$ cat src/rtl/vram_arbiter_pkg.sv
// Shared types and defaults for the video-RAM arbiter.
// The grant and the return tag use one encoding, so a grant can be registered
// directly as the tag for the following cycle.
package vram_arb_pkg;

  localparam int ADDR_W_DEF       = 16;
  localparam int DATA_W_DEF       = 8;
  localparam int FIFO_DEPTH_DEF   = 8;
  localparam int LOW_WATER_DEF    = 4;
  localparam int CPU_MAX_WAIT_DEF = 6;

  // Owner of the RAM port in a cycle, and owner of the data returning one cycle later.
  typedef enum logic [1:0] {
    GNT_NONE = 2'd0,
    GNT_VID  = 2'd1,
    GNT_CPU  = 2'd2
  } gnt_e;

  // Width of a counter that must hold every value from 0 to depth inclusive.
  function automatic int level_w(input int depth);
    return $clog2(depth) + 1;
  endfunction

endpackage

$ cat src/rtl/vram_arbiter_if.sv
// Bundle of the CPU, video-stream and RAM-port signals around the arbiter.
// The slave modport is the arbiter's view. The master modport is the view of
// the surrounding system (CPU, video controller and RAM together).
interface vram_arbiter_if #(
  parameter int ADDR_W = 16,
  parameter int DATA_W = 8
);
  logic              cpu_req;
  logic              cpu_we;
  logic [ADDR_W-1:0] cpu_addr;
  logic [DATA_W-1:0] cpu_wdata;
  logic              cpu_ack;
  logic [DATA_W-1:0] cpu_rdata;

  logic              vid_start;
  logic [ADDR_W-1:0] vid_base;
  logic [ADDR_W-1:0] vid_len;
  logic              vid_pop;
  logic              vid_valid;
  logic [DATA_W-1:0] vid_data;
  logic              vid_underrun;

  logic [ADDR_W-1:0] ram_addr;
  logic              ram_we;
  logic [DATA_W-1:0] ram_wdata;
  logic [DATA_W-1:0] ram_rdata;

  modport slave (
    input  cpu_req, cpu_we, cpu_addr, cpu_wdata,
    output cpu_ack, cpu_rdata,
    input  vid_start, vid_base, vid_len, vid_pop,
    output vid_valid, vid_data, vid_underrun,
    output ram_addr, ram_we, ram_wdata,
    input  ram_rdata
  );

  modport master (
    output cpu_req, cpu_we, cpu_addr, cpu_wdata,
    input  cpu_ack, cpu_rdata,
    output vid_start, vid_base, vid_len, vid_pop,
    input  vid_valid, vid_data, vid_underrun,
    input  ram_addr, ram_we, ram_wdata,
    output ram_rdata
  );
endinterface

$ cat src/rtl/vram_prefetch_fifo.sv
// Small synchronous FIFO holding prefetched video bytes.
// The head is always visible, and it reads as zero while the FIFO is empty.
// Flush wins over a push or a pop in the same cycle. Callers pass pop
// unqualified: a pop while empty is ignored here.
module vram_prefetch_fifo
  import vram_arb_pkg::*;
#(
  parameter int DEPTH = FIFO_DEPTH_DEF,
  parameter int WIDTH = DATA_W_DEF,
  localparam int LVL_W = level_w(DEPTH),
  localparam int PTR_W = $clog2(DEPTH)
) (
  input  logic             pix_clk,
  input  logic             act_reset,
  input  logic             flush,
  input  logic             push,
  input  logic [WIDTH-1:0] wdata,
  input  logic             pop,
  output logic [WIDTH-1:0] head,
  output logic [LVL_W-1:0] count
);

  logic [WIDTH-1:0] mem_q [DEPTH];
  logic [PTR_W-1:0] wr_ptr_q, wr_ptr_d;
  logic [PTR_W-1:0] rd_ptr_q, rd_ptr_d;
  logic [LVL_W-1:0] count_q, count_d;
  logic             do_push, do_pop;

  // Next pointers and level. The depth is a power of two, so the pointers wrap naturally.
  always_comb begin
    do_pop   = pop && (count_q != '0);
    do_push  = push && ((count_q != LVL_W'(DEPTH)) || do_pop);
    wr_ptr_d = wr_ptr_q;
    rd_ptr_d = rd_ptr_q;
    count_d  = count_q;
    if (flush) begin
      wr_ptr_d = '0;
      rd_ptr_d = '0;
      count_d  = '0;
    end else begin
      if (do_push) wr_ptr_d = wr_ptr_q + PTR_W'(1);
      if (do_pop)  rd_ptr_d = rd_ptr_q + PTR_W'(1);
      count_d = count_q + LVL_W'(do_push) - LVL_W'(do_pop);
    end
  end

  // Pointer and level registers.
  always_ff @(posedge pix_clk) begin
    if (act_reset) begin
      wr_ptr_q <= '0;
      rd_ptr_q <= '0;
      count_q  <= '0;
    end else begin
      wr_ptr_q <= wr_ptr_d;
      rd_ptr_q <= rd_ptr_d;
      count_q  <= count_d;
    end
  end

  // Storage write. The array has no reset because the level alone says what is valid.
  always_ff @(posedge pix_clk) begin
    if (do_push && !flush) mem_q[wr_ptr_q] <= wdata;
  end

  assign head  = (count_q != '0) ? mem_q[rd_ptr_q] : '0;
  assign count = count_q;

endmodule

$ cat src/rtl/vram_arbiter.sv
// Single-port video-RAM arbiter. It issues at most one RAM operation per cycle,
// shared between a prefetching video read stream and single-byte CPU accesses.
// The grant is combinational from registered state. A one-cycle return tag
// routes the registered RAM read data to the FIFO or to the CPU.
module vram_arbiter
  import vram_arb_pkg::*;
#(
  parameter int ADDR_W       = ADDR_W_DEF,
  parameter int DATA_W       = DATA_W_DEF,
  parameter int FIFO_DEPTH   = FIFO_DEPTH_DEF,
  parameter int LOW_WATER    = LOW_WATER_DEF,
  parameter int CPU_MAX_WAIT = CPU_MAX_WAIT_DEF
) (
  input  logic           pix_clk,
  input  logic           act_reset,
  vram_arbiter_if.slave  bus
);

  localparam int LVL_W  = level_w(FIFO_DEPTH);
  localparam int WAIT_W = $clog2(CPU_MAX_WAIT + 1);

  gnt_e              gnt;
  gnt_e              tag_q, tag_d;
  logic [ADDR_W-1:0] ptr_q, ptr_d;
  logic [ADDR_W-1:0] remaining_q, remaining_d;
  logic [WAIT_W-1:0] wait_q, wait_d;
  logic              cpu_rd_q, cpu_rd_d;
  logic [DATA_W-1:0] cpu_rdata_q, cpu_rdata_d;

  logic [LVL_W-1:0]  fifo_count;
  logic [DATA_W-1:0] fifo_head;
  logic [LVL_W:0]    committed;
  logic              vid_elig, cpu_elig, cpu_urgent, vid_low;
  logic              fifo_push, fifo_pop, fifo_flush;

  // Grant selection.
  // The FIFO must have room for every byte already requested, including the
  // one in flight. The wait-counter override keeps a busy video stream from
  // starving the CPU.
  always_comb begin
    committed  = {1'b0, fifo_count} + (LVL_W + 1)'(tag_q == GNT_VID);
    vid_elig   = !act_reset && !bus.vid_start && (remaining_q != '0) &&
                 (committed < (LVL_W + 1)'(FIFO_DEPTH));
    cpu_elig   = !act_reset && bus.cpu_req && (tag_q != GNT_CPU);
    cpu_urgent = (wait_q >= WAIT_W'(CPU_MAX_WAIT));
    vid_low    = (fifo_count < LVL_W'(LOW_WATER));
    gnt        = GNT_NONE;
    if (cpu_elig && cpu_urgent)      gnt = GNT_CPU;
    else if (vid_elig && vid_low)    gnt = GNT_VID;
    else if (cpu_elig)               gnt = GNT_CPU;
    else if (vid_elig)               gnt = GNT_VID;
  end

  // Drive the RAM port for the granted owner. The port is all zeros when idle.
  always_comb begin
    bus.ram_addr  = '0;
    bus.ram_we    = 1'b0;
    bus.ram_wdata = '0;
    case (gnt)
      GNT_VID: bus.ram_addr = ptr_q;
      GNT_CPU: begin
        bus.ram_addr  = bus.cpu_addr;
        bus.ram_we    = bus.cpu_we;
        bus.ram_wdata = bus.cpu_we ? bus.cpu_wdata : '0;
      end
      default: ;
    endcase
  end

  // Next-state values for the stream pointer, the wait counter and the return path.
  always_comb begin
    tag_d       = gnt;
    ptr_d       = ptr_q;
    remaining_d = remaining_q;
    wait_d      = wait_q;
    cpu_rd_d    = cpu_rd_q;
    cpu_rdata_d = cpu_rdata_q;

    if (bus.vid_start) begin
      ptr_d       = bus.vid_base;
      remaining_d = bus.vid_len;
    end else if (gnt == GNT_VID) begin
      ptr_d       = ptr_q + ADDR_W'(1);
      remaining_d = remaining_q - ADDR_W'(1);
    end

    // Counting stops at the threshold, and that value already forces the grant.
    if (!bus.cpu_req || (gnt == GNT_CPU)) wait_d = '0;
    else if (cpu_elig && !cpu_urgent)      wait_d = wait_q + WAIT_W'(1);

    if (gnt == GNT_CPU) cpu_rd_d = !bus.cpu_we;

    // Keep the last read value so that cpu_rdata holds steady across writes.
    if ((tag_q == GNT_CPU) && cpu_rd_q) cpu_rdata_d = bus.ram_rdata;
  end

  // Arbiter state registers.
  always_ff @(posedge pix_clk) begin
    if (act_reset) begin
      tag_q       <= GNT_NONE;
      ptr_q       <= '0;
      remaining_q <= '0;
      wait_q      <= '0;
      cpu_rd_q    <= 1'b0;
      cpu_rdata_q <= '0;
    end else begin
      tag_q       <= tag_d;
      ptr_q       <= ptr_d;
      remaining_q <= remaining_d;
      wait_q      <= wait_d;
      cpu_rd_q    <= cpu_rd_d;
      cpu_rdata_q <= cpu_rdata_d;
    end
  end

  // A restart drops the returning video byte and any pop issued in that cycle.
  assign fifo_flush = bus.vid_start;
  assign fifo_push  = (tag_q == GNT_VID) && !bus.vid_start;
  assign fifo_pop   = bus.vid_pop && !bus.vid_start;

  vram_prefetch_fifo #(
    .DEPTH (FIFO_DEPTH),
    .WIDTH (DATA_W)
  ) u_fifo (
    .pix_clk   (pix_clk),
    .act_reset (act_reset),
    .flush     (fifo_flush),
    .push      (fifo_push),
    .wdata     (bus.ram_rdata),
    .pop       (fifo_pop),
    .head      (fifo_head),
    .count     (fifo_count)
  );

  assign bus.cpu_ack      = (tag_q == GNT_CPU);
  assign bus.cpu_rdata    = ((tag_q == GNT_CPU) && cpu_rd_q) ? bus.ram_rdata : cpu_rdata_q;
  assign bus.vid_valid    = (fifo_count != '0);
  assign bus.vid_data     = fifo_head;
  assign bus.vid_underrun = !act_reset && bus.vid_pop && !bus.vid_start && (fifo_count == '0);

endmodule
$ cat src/flat_wrapper.sv
// flat-port wrapper written by rule: the top's interface ports become plain ports
module vram_arbiter_flat import vram_arb_pkg::*;
#(
  parameter int ADDR_W       = ADDR_W_DEF,
  parameter int DATA_W       = DATA_W_DEF,
  parameter int FIFO_DEPTH   = FIFO_DEPTH_DEF,
  parameter int LOW_WATER    = LOW_WATER_DEF,
  parameter int CPU_MAX_WAIT = CPU_MAX_WAIT_DEF
)
  (pix_clk, act_reset, bus_cpu_req, bus_cpu_we, bus_cpu_addr, bus_cpu_wdata, bus_cpu_ack, bus_cpu_rdata, bus_vid_start, bus_vid_base, bus_vid_len, bus_vid_pop, bus_vid_valid, bus_vid_data, bus_vid_underrun, bus_ram_addr, bus_ram_we, bus_ram_wdata, bus_ram_rdata);
  vram_arbiter_if #(.ADDR_W(ADDR_W), .DATA_W(DATA_W)) bus_i ();
  input  logic pix_clk;
  input  logic act_reset;
  input wire logic [$bits(bus_i.cpu_req)-1:0] bus_cpu_req;
  input wire logic [$bits(bus_i.cpu_we)-1:0] bus_cpu_we;
  input wire logic [$bits(bus_i.cpu_addr)-1:0] bus_cpu_addr;
  input wire logic [$bits(bus_i.cpu_wdata)-1:0] bus_cpu_wdata;
  output wire logic [$bits(bus_i.cpu_ack)-1:0] bus_cpu_ack;
  output wire logic [$bits(bus_i.cpu_rdata)-1:0] bus_cpu_rdata;
  input wire logic [$bits(bus_i.vid_start)-1:0] bus_vid_start;
  input wire logic [$bits(bus_i.vid_base)-1:0] bus_vid_base;
  input wire logic [$bits(bus_i.vid_len)-1:0] bus_vid_len;
  input wire logic [$bits(bus_i.vid_pop)-1:0] bus_vid_pop;
  output wire logic [$bits(bus_i.vid_valid)-1:0] bus_vid_valid;
  output wire logic [$bits(bus_i.vid_data)-1:0] bus_vid_data;
  output wire logic [$bits(bus_i.vid_underrun)-1:0] bus_vid_underrun;
  output wire logic [$bits(bus_i.ram_addr)-1:0] bus_ram_addr;
  output wire logic [$bits(bus_i.ram_we)-1:0] bus_ram_we;
  output wire logic [$bits(bus_i.ram_wdata)-1:0] bus_ram_wdata;
  input wire logic [$bits(bus_i.ram_rdata)-1:0] bus_ram_rdata;
  assign bus_i.cpu_req = bus_cpu_req;
  assign bus_i.cpu_we = bus_cpu_we;
  assign bus_i.cpu_addr = bus_cpu_addr;
  assign bus_i.cpu_wdata = bus_cpu_wdata;
  assign bus_cpu_ack = bus_i.cpu_ack;
  assign bus_cpu_rdata = bus_i.cpu_rdata;
  assign bus_i.vid_start = bus_vid_start;
  assign bus_i.vid_base = bus_vid_base;
  assign bus_i.vid_len = bus_vid_len;
  assign bus_i.vid_pop = bus_vid_pop;
  assign bus_vid_valid = bus_i.vid_valid;
  assign bus_vid_data = bus_i.vid_data;
  assign bus_vid_underrun = bus_i.vid_underrun;
  assign bus_ram_addr = bus_i.ram_addr;
  assign bus_ram_we = bus_i.ram_we;
  assign bus_ram_wdata = bus_i.ram_wdata;
  assign bus_i.ram_rdata = bus_ram_rdata;
  vram_arbiter #(.ADDR_W(ADDR_W), .DATA_W(DATA_W), .FIFO_DEPTH(FIFO_DEPTH), .LOW_WATER(LOW_WATER), .CPU_MAX_WAIT(CPU_MAX_WAIT)) u_core (.pix_clk(pix_clk), .act_reset(act_reset), .bus(bus_i));
endmodule
$ cat config.mk
export PLATFORM = sky130hd
export DESIGN_NAME = vram_arbiter_flat
export DESIGN_NICKNAME = d
export VERILOG_FILES = /design/src/rtl/vram_arbiter_pkg.sv /design/src/rtl/vram_arbiter_if.sv /design/src/rtl/vram_prefetch_fifo.sv /design/src/rtl/vram_arbiter.sv /design/src/flat_wrapper.sv
export SDC_FILE = /design/constraint.sdc
export NUM_CORES = 1
export LEC_CHECK = 0
export BUFFER_PORTS_ARGS = -buffer_cell sky130_fd_sc_hd__buf_2
export CORE_MARGIN = 8
export CORE_UTILIZATION = 50
export CTS_CLUSTER_SIZE = 14
export DETAILED_ROUTE_END_ITERATION = 7
export GPL_TIMING_DRIVEN = 0
export PLACE_DENSITY = 0.77
export SLEW_MARGIN = 20
export SYNTH_ARGS = -nofsm -noshare
export SYNTH_HDL_FRONTEND = slang
export SYNTH_SLANG_ARGS = --single-unit
$ cat constraint.sdc
create_clock -name pix_clk -period 2.8 [get_ports pix_clk]
set_clock_uncertainty 0.1 [all_clocks]
set_input_delay 0.28 -clock pix_clk [delete_from_list [all_inputs] [get_ports pix_clk]]
set_output_delay 0.28 -clock pix_clk [all_outputs]
set_load 0.1 [all_outputs]
* After elaboration in Yosys (flattened, before gate mapping)
Memories as Yosys holds them, arrays and structs flattened. A register that Yosys moved wholly into a read port is not among the register bits.
Index checks and enable logic that the tools add are counted.
** Word-level totals
- Output and inout bits :: 44
- Memories kept :: 1
- Register bits after elaboration :: 56
- Bits of input ports :: 70
- Bits in writable memories :: 64
** Operators by class
- Reduce and logical (&&, ||, !) cells :: 30
- Add/sub/neg operators :: 8
- Mux-type cells :: 18
- $lt $le $gt $ge :: 3
- Equal/unequal tests :: 6
** Memory list
- u_core.u_fifo.mem_q :: words 8, bits a word 8, rd ports 1, clocked after Yosys merged registers in 1, wr ports 1, line vram_prefetch_fifo.sv:23 : logic [WIDTH-1:0] mem_q [DEPTH];
** Operators by type and width (number)
- 2-to-1 mux 16 bit :: 4
- 2-to-1 mux 8 bit :: 4
- case mux 16 bit (2 select lines) :: 1
- logical AND 1 bit :: 17
- adder 16 x 1 -> 16 bit, second input constant :: 1
- nonzero test 16 bit :: 1
- subtractor 16 x 1 -> 16 bit, second input constant :: 1
- adder 3 x 1 -> 3 bit, second input constant :: 3
- 2-to-1 mux 2 bit :: 3
- 2-to-1 mux 3 bit :: 2
- adder 4 x 1 -> 5 bit :: 1
- logical NOT 1 bit :: 5
- less-than comparator 5 x 4 -> 1 bit, second input constant :: 1
- adder 4 x 1 -> 4 bit :: 1
- == test 2 x 1 -> 1 bit, second input constant :: 2
- == test 2 bit, second input constant :: 2
- logical NOT 4 bit :: 1
- less-than comparator 4 x 3 -> 1 bit, second input constant :: 1
- 2-to-1 mux 1 bit :: 4
- != test 4 bit, second input constant :: 1
- nonzero test 4 bit :: 1
- OR reduction 2 bit :: 2
- subtractor 4 x 1 -> 4 bit :: 1
- >= comparator 3 bit, second input constant :: 1
- 3 further kinds :: 4

* Logic depth before layout (Yosys ltp)
- Depth in word-level cells :: 11
- Gate-level depth with buffers :: 12
- Mapped depth without buffers :: 12

* Hierarchy
Synthesis repeated with hierarchy kept, for this count alone.
** Second synthesis, totals
- Cells, all modules :: 508
- Area, all modules :: 5886.9 sq um
** By module, submodules not included
- vram_prefetch_fifo :: cells each 182, instances 1, area an instance 3193.1 sq um
- vram_arbiter :: cells each 326, instances 1, area an instance 2693.8 sq um

* Worst setup path before layout
No wires, ideal clock.
- Path kind :: flip-flop to output port
- Start :: register u_core.u_fifo.count_q[1] (netlist: u_core.u_fifo.count[1])
- End :: output port bus_ram_addr[10]
- Slack :: -1.150 ns
- Arrival time :: 3.570 ns
- Cell stages (with the launch flop) :: 11
- Path through :: dfxtp_1 -> ha_1 -> or2_2 -> o21ai_0 -> a22o_1 -> o2111a_1 -> ha_1 -> clkbuf_1 -> clkbuf_1 -> a22oi_1 -> nor2_1
** On the way
- Cells in the longest elaborated chain, start to end :: 9
- Elaborated cells between the ends (all ways) :: 12
** Ends and longest elaborated chain
- from (decl) :: line vram_prefetch_fifo.sv:26 : logic [LVL_W-1:0] count_q, count_d;
- from (signal assigned) :: line vram_prefetch_fifo.sv:56 : count_q <= count_d;
- adder 4 x 1 -> 5 bit :: line vram_arbiter.sv:41 : committed = {1'b0, fifo_count} + (LVL_W + 1)'(tag_q == GNT_VID);
- less-than comparator 5 x 4 -> 1 bit :: line vram_arbiter.sv:43 : (committed < (LVL_W + 1)'(FIFO_DEPTH));
- logical AND 1 bit :: line vram_arbiter.sv:42 : vid_elig = !act_reset && !bus.vid_start && (remaining_q != '0) &&
- 2-to-1 mux 1 bit :: line vram_arbiter.sv:51 : else if (vid_elig) gnt = GNT_VID;
- 2-to-1 mux 2 bit :: line vram_arbiter.sv:50 : else if (cpu_elig) gnt = GNT_CPU;
- 2-to-1 mux 2 bit * :: line vram_arbiter.sv:49 : else if (vid_elig && vid_low) gnt = GNT_VID;
- 2-to-1 mux 2 bit * :: line vram_arbiter.sv:48 : if (cpu_elig && cpu_urgent) gnt = GNT_CPU;
- via u_core.gnt[0] :: line vram_arbiter.sv:22 : gnt_e gnt;
- == test 2 bit / == test 2 x 1 -> 1 bit (equally long branches) :: line vram_arbiter.sv:59 : case (gnt)
- case mux 16 bit (2 select lines) * :: line vram_arbiter.sv:59
- to (decl) :: line flat_wrapper.sv:27 : output wire logic [$bits(bus_i.ram_addr)-1:0] bus_ram_addr;
The timed path passes the listed nets; every way through them passes the cells marked *.

* Worst setup path in the final report
- Start :: register u_core.remaining_q[7]
- End :: output port bus_ram_addr[7]
** On the way
- Elaborated cells between the ends (all ways) :: 11
** RTL lines
- from (decl) :: line vram_arbiter.sv:25 : logic [ADDR_W-1:0] remaining_q, remaining_d;
- from (signal assigned) :: line vram_arbiter.sv:109 : remaining_q <= remaining_d;
- nonzero test 16 bit * :: line vram_arbiter.sv:42
- logical AND 1 bit * (2 in a row) :: line vram_arbiter.sv:42
- logical AND 1 bit * :: line vram_arbiter.sv:49
- 2-to-1 mux 2 bit * :: line vram_arbiter.sv:49
- 2-to-1 mux 2 bit * :: line vram_arbiter.sv:48
- via u_core.gnt[1] :: line vram_arbiter.sv:22
- == test 2 bit / == test 2 x 1 -> 1 bit (equally long branches) :: line vram_arbiter.sv:59
- case mux 16 bit (2 select lines) * :: line vram_arbiter.sv:59
Marks and branches as above.

==> flow_summary_export.csv <==
group,metric,value,unit
global_route,grtUsageTotal,24.5,%
global_route,grt_max_degree,17,
placement,place.gp.congestion,0.872,
global_route,grt_first_pass_wirelength,28300,um
global_route,busiest_layer,"met2",
synth,synthFlopType,"edfxtp_1",
synth,yosysWarningCount,0,
pwr,switchingPower,1.42,mW
clocking,root_buffer,"clkbuf_16",
sta,setup_ws,-0.553,ns
synth,synth_top_cell_area_share,33.2,%
pwr,p_leak,3.21,nW
floorplanning,core_area,0.0114,sq mm
synth,synth.area.top_cells,"edfxtp_1 (33%), dfxtp_1 (20%), mux4_2 (6.2%)",
sta,worst_hold_slack,-0.00189,ns
worst_hold_path,whs_path_depth,3,
critical_path,required,2.42,ns
run_status,violations,"negative hold slack, negative setup slack",
synth,netlist_area,0.00579,sq mm
detailed_routing,vias_per_cell,6.24,
worst_hold_path,min_to,"u_core.remaining_q[0]",
detailed_routing,vias,5277,
global_route,met1_usage,25.8,%
clocking,cts_tree,"yes",
floorplanning,rows,39,
global_route,gr-usage-met3,6.75,%
synth,yosys-top-cells-count,"nor2_1 (67), edfxtp_1 (64), dfxtp_1 (59)",
sta,rsz0062_at_grt,"true",
floorplanning,fp.dieW,124,um
critical_path,end_kind,"primary output",
pwr,peakVddDrop,0.510,mV
cells_and_area,nets,775,
detailed_routing,firstDrtPassIters,5,
critical_path,slowest_delay,0.53,ns
global_route,overflow,0,
synth,syn_inst,511,
pwr,power_density,579,mW/mm^2
detailed_routing,routedWlPerCell,24.3,um
floorplanning,dieArea,0.0153,sq mm
floorplanning,start_util,50.9,%
clocking,cts_max_path_buffers,2,
detailed_routing,drt-initial-drc-count,618,
pwr,switching_share,27.8,%
cells_and_area,drive_gt1_share,50.3,%
critical_path,regToRegSetupSlack,-0.54,ns
sta,setup_tns,-17.40,ns
critical_path,criticalPathCategory,"flip-flop to primary output",
global_route,antenna_found_initial,1,
critical_path,cp.arrival,2.97,ns
pwr,pwr-share-clk,44.5,%
clocking,clock_sinks,123,
critical_path,worst_r2r_endpoint,"u_core.ptr_q[6]",
global_route,grt.met2_usage,43.7,%
sta,max-slew-margin-rel,36.2,%
placement,port_buffers,112,
synth,synth_nets,597,
critical_path,r2r_cells,14,
worst_hold_path,hold_class,"input port to flip-flop",
synth,ys_seq_area_share,53.6,%
detailed_routing,wl,20600,um
synth,postSynthAreaPerCell,11.3,sq um
sta,fin_crit_sh,120,%
worst_hold_path,min_from,"bus_vid_len[0]",
critical_path,start_kind,"flip-flop",
detailed_routing,drtAntennaViolNets,0,
clocking,cts_made_buffers,17,
global_route,first_global_vias,5255,
pwr,seq_power_share,39.1,%
critical_path,crit_path_top_delay_cell,"or4_4",
critical_path,reg2reg_from,"u_core.u_fifo.count[1]",
synth,synth_top_cell_by_area,"edfxtp_1",
cells_and_area,fillCellCount,602,
clocking,clock_latency,0.42,ns
detailed_routing,drc_errors,0,
pwr,p_int,3.70,mW
synth,async_reset_ff_share,0,%
critical_path,cp_max_fo,7,
synth,synth_most_common_cell,"nor2_1",
cells_and_area,fin_util,77.8,%
critical_path,crit_chain,"or4_4 > nor2_2 > nand4_1 > buf_4 > a41oi_4 > ha_4 > clkbuf_16 > a22oi_2 > nor2_4 > buf_12",
clocking,path_clk_slew,0.06,ns
run,maxCapViolations,0,
synth,yosysUniqueCellTypes,55,
synth,synth-seq-cells,123,
floorplanning,ios,114,
sta,max_freq,298,MHz
clocking,htree_levels,4,
sta,fin_crit,3.35,ns
placement,pre_cts_ws,-0.435,ns
run_status,status,"finished with violations",
pwr,combPwrFrac,16.4,%
sta,finalHoldViolCount,1,
floorplanning,die_h,124,um
sta,finalMaxSlewViolations,0,
placement,place_hpwl,10700,um
sta,setup_viol,48,
synth,synth_edf_count,64,
cells_and_area,areaGrowthSynthToFinish,52.8,%
sta,worst_pin_slew,0.948,ns
==> power groups by stage <==
stage               registers, mW  logic, mW  clock network, mW
floorplan                    2.02      0.455                  0
global placement             2.03      0.587                  0
detailed placement           2.03      0.602                  0
CTS                          1.99      0.717               2.28
global route                 2.01      0.871               2.37
finish                       2.00      0.840               2.28
==> layout make-up <==
cell class                      count  area, sq um  share of cell area (%)
Inverter                           15         56.3                   0.637
Clock inverter                     13          168                    1.90
Clock buffer                       19          443                    5.01
Timing Repair Buffer              163         1410                    15.9
Tap cell                          143          179                    2.02
Multi-Input combinational cell    344         3230                    36.5
Antenna cell                        1         2.50                  0.0283
Sequential cell                   123         3130                    35.3
Buffer                             25          230                    2.60
==> layer usage <==
layer,routed length (um),vias up,share of wire (%)
li1,-,2269,-
met1,7140,2561,35
met2,10700,338,52
met3,1580,107,7.7
met4,1190,2,5.8
met5,13,-,0.063
==> worst max-delay path, delay by kind of cell, from the launching register on <==
kind / cells / cell delay, ns
flip-flops: 1 / 0.33
AND/OR/NAND/NOR: 4 / 1.06
buffers and inverters: 3 / 0.62
AO/OA/AOI/OAI: 2 / 0.26
adder cells (fa/ha/maj): 1 / 0.25
==> metrics by stage <==
step / power [mW] / std cells / cell area [sq um]
6_report: 5.12 / 846 / 8840
5_1_grt: 5.24 / 845 / 8840
4_1_cts: 4.99 / 824 / 8350
3_5_place_dp: 2.63 / 770 / 6960
3_3_place_gp: 2.61 / 766 / 6900
2_1_floorplan: 2.47 / 511 / 6160
==> registers in the layout, indices dropped and copies added (netlist names), named ones only <==
signal	count
u_core.remaining_q	16
u_core.u_fifo.count	4
u_core.u_fifo.mem_q	64
u_core.ptr_q	16
u_core.cpu_rd_q	1
u_core.cpu_rdata_q	8
u_core.wait_q	3
u_core.tag_q	2
u_core.u_fifo.wr_ptr_q	3
u_core.u_fifo.rd_ptr_q	3
==> cell families after synthesis <==
kind of cell | count (synthesis) | synth area share, %
AND/OR/NAND/NOR | 189 | 16.6
flip-flops | 123 | 53.6
AO/OA/AOI/OAI | 76 | 9.38
buffers and inverters | 44 | 2.92
multiplexers | 34 | 9.51
XOR/XNOR | 29 | 4.39
adder cells (fa/ha/maj) | 16 | 3.59
==> timing repair <==
| action | 4_1_cts | 5_1_grt |
|---|---|---|
| endpoints found under the hold margin | 5 | 0 |
| buffers inserted | 16 | 23 |
| cloned | 2 | 1 |
| pin swaps | 18 | 52 |
| hold buffers | 5 | 0 |
| endpoints found under the setup margin | 71 | 65 |
| gates resized for setup | 141 | 79 |
==> layout by cell type (no fill, tap or decap), types with 4 or more instances in the layout <==
cell type / instances
buf_2: 86
edfxtp_1: 64
dfxtp_1: 49
nor2_1: 38
buf_4: 34
nand2_1: 32
buf_12: 26
clkbuf_16: 23
nor2_4: 18
a21oi_1: 17
a22oi_2: 16
mux4_2: 16
xnor2_1: 16
inv_1: 14
nor2_2: 11
nand4_1: 11
clkbuf_1: 11
buf_6: 11
mux2i_1: 10
xor2_1: 10
ha_1: 10
and2_1: 9
mux2_2: 8
a211oi_2: 8
nor3_1: 7
nor3b_2: 6
and3_4: 6
a211oi_1: 6
dfxtp_2: 6
nor4_2: 5
dlygate4sd3_1: 5
o21ai_2: 4
nand2b_1: 4
buf_1: 4
nand3_1: 4
clkinv_4: 4
dfxtp_4: 4
==> worst max path at each step <==
stage / startpoint / end / slack [ns] / depth (start not counted)
final: u_core.remaining_q[7] / bus_ram_addr[7] / -0.55 / 10
after global routing: u_core.remaining_q[5] / bus_ram_addr[4] / -0.67 / 10
after global placement: u_core.u_fifo.count[2] / u_core.u_fifo.mem_q[0][5] / -0.64 / 6
after floorplan: u_core.u_fifo.count[1] / bus_ram_addr[1] / -0.02 / 10
after detailed placement: bus_vid_start / u_core.ptr_q[15] / -0.44 / 9
after CTS: u_core.remaining_q[5] / bus_ram_addr[11] / -0.36 / 10
No activity file was read; power rests on OpenSTA's default activity.
